[config.mk]
export PLATFORM = sky130hd
export DESIGN_NAME = decomp_stream_seq
export DESIGN_NICKNAME = d
export VERILOG_FILES = /design/src/rtl/decomp_stream_seq.sv
export SDC_FILE = /design/constraint.sdc
export NUM_CORES = 1
export LEC_CHECK = 0
export ABC_AREA = 1
export CAP_MARGIN = 20
export CORE_MARGIN = 2
export CORE_UTILIZATION = 50
export CTS_BUF_LIST = sky130_fd_sc_hd__clkbuf_8 sky130_fd_sc_hd__clkbuf_16
export DETAILED_ROUTE_END_ITERATION = 10
export GPL_TIMING_DRIVEN = 0
export PLACE_DENSITY = 0.74
export SYNTH_ARGS = -nofsm -noshare
export SYNTH_HDL_FRONTEND = slang
export SYNTH_SLANG_ARGS = --single-unit
[constraint.sdc]
create_clock -name clock -period 3.3 [get_ports clock]
set_input_delay 0.495 -clock clock [delete_from_list [all_inputs] [get_ports clock]]
set_output_delay 0.495 -clock clock [all_outputs]
set_load 0.01 [all_outputs]
[src/rtl/decomp_stream_seq.sv]
`default_nettype none
// ============================================================================
//  Module   : decomp_stream_seq
//  Purpose  : Parses a compressed byte stream into literal/copy items. A
//             little-endian control word (CTRL_WIDTH bits) announces the kind
//             of each following item (bit i -> item i, 0 = literal,
//             1 = copy). Each item is issued to the decompressor once it is
//             not busy.
//  Options  : define DECOMP_SEQ_STATS_EN to add the lit_count/copy_count
//             saturating issue counters.
//  Revision : 1.0 - initial release
// ============================================================================
module decomp_stream_seq #(
  parameter int CTRL_WIDTH = 16
) (
  input  logic        clock,
  input  logic        reset,
  input  logic [7:0]  in_byte,
  input  logic        in_valid,
  input  logic        in_last,
  output logic        in_ready,
  output logic [15:0] dec_data,
  output logic        dec_ctrl,
  output logic        dec_valid,
  input  logic        dec_busy,
  output logic        block_done,
  output logic        fmt_err
`ifdef DECOMP_SEQ_STATS_EN
  ,
  output logic [15:0] lit_count,
  output logic [15:0] copy_count
`endif
);

  localparam int NBYTES = CTRL_WIDTH / 8;

  typedef enum logic [1:0] {
    S_CTRL    = 2'd0,
    S_ITEM_B0 = 2'd1,
    S_ITEM_B1 = 2'd2,
    S_ISSUE   = 2'd3
  } state_t;

  state_t                  r_state;
  state_t                  w_state_next;

  logic                    r_cbyte;     // index of the next control byte
  logic [CTRL_WIDTH-1:0]   r_ctrl;      // remaining control bits, current item at bit 0
  logic [4:0]              r_cnt;       // items issued under the current control word
  logic [15:0]             r_data;
  logic                    r_dctrl;
  logic                    r_last;      // final byte of the pending item carried in_last

  logic [CTRL_WIDTH-1:0]   w_ctrl_word;
  logic                    w_accept;
  logic                    w_ctrl_final;
  logic [4:0]              w_cnt_inc;
  logic                    w_ctrl_byte;
  logic                    w_load_ctrl;
  logic                    w_empty;
  logic                    w_abort;
  logic                    w_load_lit;
  logic                    w_load_hi;
  logic                    w_load_lo;
  logic                    w_issue;

  assign in_ready     = !reset && (r_state != S_ISSUE);
  assign w_accept     = in_valid && in_ready;
  assign w_ctrl_final = (r_cbyte == 1'(NBYTES - 1));
  assign w_cnt_inc    = r_cnt + 5'd1;
  assign dec_data     = r_data;
  assign dec_ctrl     = r_dctrl;

  // The first control byte is parked until the second one completes the word.
  generate
    if (CTRL_WIDTH == 16) begin : g_ctrl16
      logic [7:0] r_ctrl_lo;

      // Holds the low control byte while waiting for the high byte.
      always_ff @(posedge clock or posedge reset) begin
        if (reset) begin
          r_ctrl_lo <= 8'h00;
        end else if (w_ctrl_byte) begin
          r_ctrl_lo <= in_byte;
        end else if (w_abort) begin
          r_ctrl_lo <= 8'h00;
        end
      end

      assign w_ctrl_word = {in_byte, r_ctrl_lo};
    end else begin : g_ctrl8
      assign w_ctrl_word = in_byte;
    end
  endgenerate

  // State register.
  always_ff @(posedge clock or posedge reset) begin
    if (reset) begin
      r_state <= S_CTRL;
    end else begin
      r_state <= w_state_next;
    end
  end

  // Next-state decode, output strobes and datapath action selects.
  always_comb begin
    w_state_next = r_state;
    dec_valid    = 1'b0;
    block_done   = 1'b0;
    fmt_err      = 1'b0;
    w_ctrl_byte  = 1'b0;
    w_load_ctrl  = 1'b0;
    w_empty      = 1'b0;
    w_abort      = 1'b0;
    w_load_lit   = 1'b0;
    w_load_hi    = 1'b0;
    w_load_lo    = 1'b0;
    w_issue      = 1'b0;
    case (r_state)
      S_CTRL: begin
        if (w_accept) begin
          if (w_ctrl_final) begin
            if (in_last) begin
              // Control word with nothing behind it: an empty block.
              block_done = 1'b1;
              w_empty    = 1'b1;
            end else begin
              w_load_ctrl  = 1'b1;
              w_state_next = S_ITEM_B0;
            end
          end else if (in_last) begin
            fmt_err = 1'b1;
            w_abort = 1'b1;
          end else begin
            w_ctrl_byte = 1'b1;
          end
        end
      end
      S_ITEM_B0: begin
        if (w_accept) begin
          if (r_ctrl[0]) begin
            if (in_last) begin
              // Copy item cut short after its first byte.
              fmt_err      = 1'b1;
              w_abort      = 1'b1;
              w_state_next = S_CTRL;
            end else begin
              w_load_hi    = 1'b1;
              w_state_next = S_ITEM_B1;
            end
          end else begin
            w_load_lit   = 1'b1;
            w_state_next = S_ISSUE;
          end
        end
      end
      S_ITEM_B1: begin
        if (w_accept) begin
          w_load_lo    = 1'b1;
          w_state_next = S_ISSUE;
        end
      end
      S_ISSUE: begin
        if (!dec_busy) begin
          dec_valid  = 1'b1;
          w_issue    = 1'b1;
          block_done = r_last;
          if (r_last || (w_cnt_inc == 5'(CTRL_WIDTH))) begin
            w_state_next = S_CTRL;
          end else begin
            w_state_next = S_ITEM_B0;
          end
        end
      end
      default: begin
        w_state_next = S_CTRL;
      end
    endcase
  end

  // Control-byte position within the control word.
  always_ff @(posedge clock or posedge reset) begin
    if (reset) begin
      r_cbyte <= 1'b0;
    end else if (w_ctrl_byte) begin
      r_cbyte <= r_cbyte + 1'b1;
    end else if (w_load_ctrl || w_empty || w_abort) begin
      r_cbyte <= 1'b0;
    end
  end

  // Control word and item counter: loaded at word completion, advanced per issue.
  always_ff @(posedge clock or posedge reset) begin
    if (reset) begin
      r_ctrl <= '0;
      r_cnt  <= 5'd0;
    end else if (w_load_ctrl) begin
      r_ctrl <= w_ctrl_word;
      r_cnt  <= 5'd0;
    end else if (w_issue) begin
      r_ctrl <= r_ctrl >> 1;
      r_cnt  <= w_cnt_inc;
    end else if (w_abort) begin
      r_ctrl <= '0;
      r_cnt  <= 5'd0;
    end
  end

  // Pending item: assembled from the item bytes, held stable through ISSUE.
  always_ff @(posedge clock or posedge reset) begin
    if (reset) begin
      r_data  <= 16'h0000;
      r_dctrl <= 1'b0;
      r_last  <= 1'b0;
    end else if (w_load_lit) begin
      r_data  <= {8'h00, in_byte};
      r_dctrl <= 1'b0;
      r_last  <= in_last;
    end else if (w_load_hi) begin
      r_data[15:8] <= in_byte;
      r_dctrl      <= 1'b1;
    end else if (w_load_lo) begin
      r_data[7:0] <= in_byte;
      r_last      <= in_last;
    end else if (w_abort) begin
      r_data  <= 16'h0000;
      r_dctrl <= 1'b0;
      r_last  <= 1'b0;
    end
  end

`ifdef DECOMP_SEQ_STATS_EN
  logic [15:0] r_lit_cnt;
  logic [15:0] r_copy_cnt;

  // Saturating counts of issued literal and copy items.
  always_ff @(posedge clock or posedge reset) begin
    if (reset) begin
      r_lit_cnt  <= 16'h0000;
      r_copy_cnt <= 16'h0000;
    end else if (w_issue) begin
      if (!r_dctrl && (r_lit_cnt != 16'hFFFF)) begin
        r_lit_cnt <= r_lit_cnt + 16'd1;
      end
      if (r_dctrl && (r_copy_cnt != 16'hFFFF)) begin
        r_copy_cnt <= r_copy_cnt + 16'd1;
      end
    end
  end

  assign lit_count  = r_lit_cnt;
  assign copy_count = r_copy_cnt;
`endif

endmodule
`default_nettype wire
==> results.md <==
| Metric | This run |
|:---|:---|
| Placement row count | 24 |
| Die extent in x | 72.0 um |
| Initial drt markers | 109 |
| Fillers | 401 |
| Syn Std Cell Area | 2310 um^2 |
| Biggest area contributors in the synthesized netlist | sky130_fd_sc_hd__dfrtp_1, sky130_fd_sc_hd__nand3_1, sky130_fd_sc_hd__nand2_1, sky130_fd_sc_hd__o21ai_0, sky130_fd_sc_hd__a22oi_1 |
| Die footprint | 5190 um^2 |
| Global route hottest layer | met2 |
| Post-CTS Hold Buffers | 0 |
| Share of the synthesized area in compound gates (AO/OA/AOI/OAI) | 0.133 |
| Internal power | 1310 uW |
| Library cell occupying the most area in the post-synthesis netlist | sky130_fd_sc_hd__dfrtp_1 |
| Number of global-route vias before repair | 1969 |
| Arrival time worst endpoint | 2.30 ns |
| Final setup TNS | 0 ns |
| Total global-route track usage | 0.235 |
| Worst hold path class | reg2reg |
| WL per Instance | 15.5 um |
| Layout overhead on the synthesized area | 22.7% |
| Fraction of layout cells with a size suffix above 1 | 0.107 |
| Global-route wire length before repair | 9290 um |
| Syn nets | 274 |
| Main combinational cell family by area after synthesis | simple AND/OR/NAND/NOR gates |
| Adder-Cell Fraction of Synth Area | 0.0270 |
| Total wire length after detailed routing | 5420 um |
| Worst slew margin relative to its limit | 0.645 |
| Total leakage power | 0.00140 uW |
| Achievable Freq | 358 MHz |
| Maximum number of buffers from clock root to sink | 2 |
| Period utilisation layout | 0.846 |
| GR Overflow Total | 0 |
| Cell variety after synth | 26 |
| Post-synthesis mux area share | 0 |
| Number of search-and-repair iterations in the first detailed-routing pass | 4 |
| Critical-path cell list | ha_1 > nor2_2 > nand2_2 > inv_2 > nand3_2 > buf_6 > inv_1 > clkdlybuf4s50_1 |
| Starting density of the core | 0.524 |
| Register bit count reported by yosys | 50 |
| Net count reported at finish | 315 |
| Critical Path Sink Type | output pin |
| Clock group share of total power | 0.205 |
| Count of vias placed by the detailed router | 1960 |
| Cells after Synth | 256 |
| Port Buffer Count | 33 |
| Mean Syn Cell Area | 9.04 um^2 |
| Clock buffer count from CTS | 5 |
| Startpoint-to-endpoint class of the critical path | reg2out |
| Critical Path Max Stage Delay | 0.53 ns |
| Count of endpoints failing setup in the final report | 0 |
| Count of pins on the block boundary | 34 |
| Average vias per placed instance | 5.60 |
| Combinational cell fraction of total power | 0.349 |
| Clock period minus final worst setup slack | 2.79 ns |
| Count of synthesis-stage warnings from yosys | 0 |
| Slew @ Worst Pin | 0.532 ns |
| Area share of the largest cell type after synthesis | 0.541 |
| Global routing usage on met3 | 0.0431 |
| Number of remaining DRC errors | 0 |
| Detailed-placement wirelength estimate | 3780 um |
| Post-CTS Setup Inserts | 0 |
| Source-to-sink clock delay at the later pin of the worst-skew pair | 0.31 ns |
| Met1 usage | 0.320 |
| EDFF count, synth | 0 |
| Number of maximum-capacitance violations | 0 |
| Power dissipated by switching net loads | 718 uW |
| Total core area | 4410 um^2 |
| Worst-path clk slew | 0.09 ns |
| Share of synthesized area occupied by flip-flops and latches | 0.541 |
| Largest net degree at the start of global routing | 39 |
| Slowest library cell on the worst path | sky130_fd_sc_hd__clkdlybuf4s50_1 |
| Sinks on the clock net | 50 |
| Post-synthesis async set-or-reset flop share | 1.00 |
| Clk root buf | sky130_fd_sc_hd__clkbuf_8 |
| Count of antenna diodes in the layout | 0 |
| H-tree depth | 2 |
| Routability congestion estimate from global placement | 0.809 |
| Cell area power density | 713 nW/um^2 |
| XOR/XNOR Fraction of Synth Area | 0.00379 |
| Leading cell types in the layout, fill and taps excluded | sky130_fd_sc_hd__nand2_1, sky130_fd_sc_hd__dfrtp_1, sky130_fd_sc_hd__nand3_1 |
| Sort of element at the start of the critical path | flip-flop |
| Worst hold slack | 0.475 ns |
| Critical path data required time | 2.80 ns |
| Max VDD drop | 0.353 mV |
| Clock tree skew after final layout | 0.00590 ns |
| TritonCTS clock tree | built |
| Status | finished, final reports clean |
| Sequential fraction of design power | 0.446 |
| Number of max-slew violations in the final report | 0 |
| Final Hold Violating Endpoints | 0 |
| Main flop type after synthesis | sky130_fd_sc_hd__dfrtp_1 |
| Simple-gate area share of the yosys netlist | 0.224 |
| Post-DRT Antenna Nets | 0 |
| Vert. Die Dim | 72.0 um |
| Met2 Track Usage GR | 0.384 |
| Most common library cell in the layout ignoring fill and taps | sky130_fd_sc_hd__nand2_1 |
| Reg2Reg Setup Slack | 1.40 ns |
| Number of antenna violations at the first check in global routing | 0 |
| Largest driver fanout on the critical path | 10 |
| Unrepaired setup endpoints after global routing | no |
| Switching share of power | 0.355 |
| Post-cts sizing count | 0 |
## cell families (layout without fill, tap and decap cells)
family          Yosys count  count (layout)
flops                    50              50
compound gates           51              51
xor+xnor                  1               1
fa+ha+maj                 5               5
simple gates            112             112
buf+inv                  37              79
## power groups by stage
stage | logic [uW] | clock network (uW) | registers [uW]
floorplan | 436 | 0 | 907
global placement | 684 | 0 | 907
detailed placement | 707 | 0 | 911
CTS | 714 | 424 | 903
global route | 804 | 442 | 926
finish | 706 | 415 | 904
## final cells by class
class	instances	area (um^2)	area share
Sequential cell	50	1250	0.441
Multi-Input combinational cell	169	897	0.316
Timing Repair Buffer	34	350	0.123
Clock buffer	8	110	0.0388
Inverter	24	90.1	0.0317
Buffer	13	75.1	0.0264
Tap cell	52	65.1	0.0229
## cell usage after synthesis, types with 3 or more instances
library cell / count
sky130_fd_sc_hd__o21ai_0: 24
sky130_fd_sc_hd__o21ai_1: 6
sky130_fd_sc_hd__nand2_1: 53
sky130_fd_sc_hd__clkbuf_1: 4
sky130_fd_sc_hd__nand4_1: 3
sky130_fd_sc_hd__a22oi_1: 15
sky130_fd_sc_hd__ha_1: 5
sky130_fd_sc_hd__nor2_1: 6
sky130_fd_sc_hd__inv_1: 22
sky130_fd_sc_hd__nand3_1: 42
sky130_fd_sc_hd__dfrtp_1: 50
sky130_fd_sc_hd__buf_2: 6
## critical path: cells and delay by family, from the launching register on
| family | cells | cell delay, ns |
|---|---|---|
| adders and majority gates | 1 | 0.26 |
| buffers and inverters | 4 | 0.90 |
| DFF | 1 | 0.44 |
| and+or+nand+nor | 3 | 0.38 |
## metal layers
metal / routed length, um / part of all wire / vias up
met5: 0 / 0 / -
met1: 2510 / 0.46 / 964
met2: 2660 / 0.49 / 48
met4: 71 / 0.013 / 0
met3: 172 / 0.032 / 8
li1: - / - / 940
## metrics by stage
stage	setup slack (ns)	instances	util	total power [uW]	instance area (um^2)
2_1_floorplan	1.42	256	-	1340	2310
3_5_place_dp	0.531	342	0.618	1620	2730
6_report	0.507	350	0.643	2020	2840
4_1_cts	0.497	350	0.643	2040	2840
5_1_grt	0.390	350	0.643	2170	2840
3_3_place_gp	0.528	341	0.614	1590	2710
## registers in the layout, summed over array words and instances (netlist names), named ones only
| signal | cells |
|---|---|
| dec_data | 16 |
| r_ctrl | 16 |
| g_ctrl16.r_ctrl_lo | 8 |
| r_cnt | 5 |
| dec_ctrl | 1 |
| r_cbyte | 1 |
| r_last | 1 |
| r_state | 1 |
## final timing paths
| path | startpoint | end | cells after the start |
|---|---|---|---|
| min | dec_ctrl | dec_ctrl | 2 |
| min reg2reg | dec_ctrl | dec_ctrl | 2 |
| max reg2reg | r_state[0] | r_ctrl[14] | 8 |
| min in group asynchronous | reset | asynchronous set/reset pin | 2 |
| max | r_state[0] | fmt_err | 8 |
| max in group asynchronous | reset | r_ctrl[12] | 3 |
No activity file was read; power rests on OpenSTA's default activity.
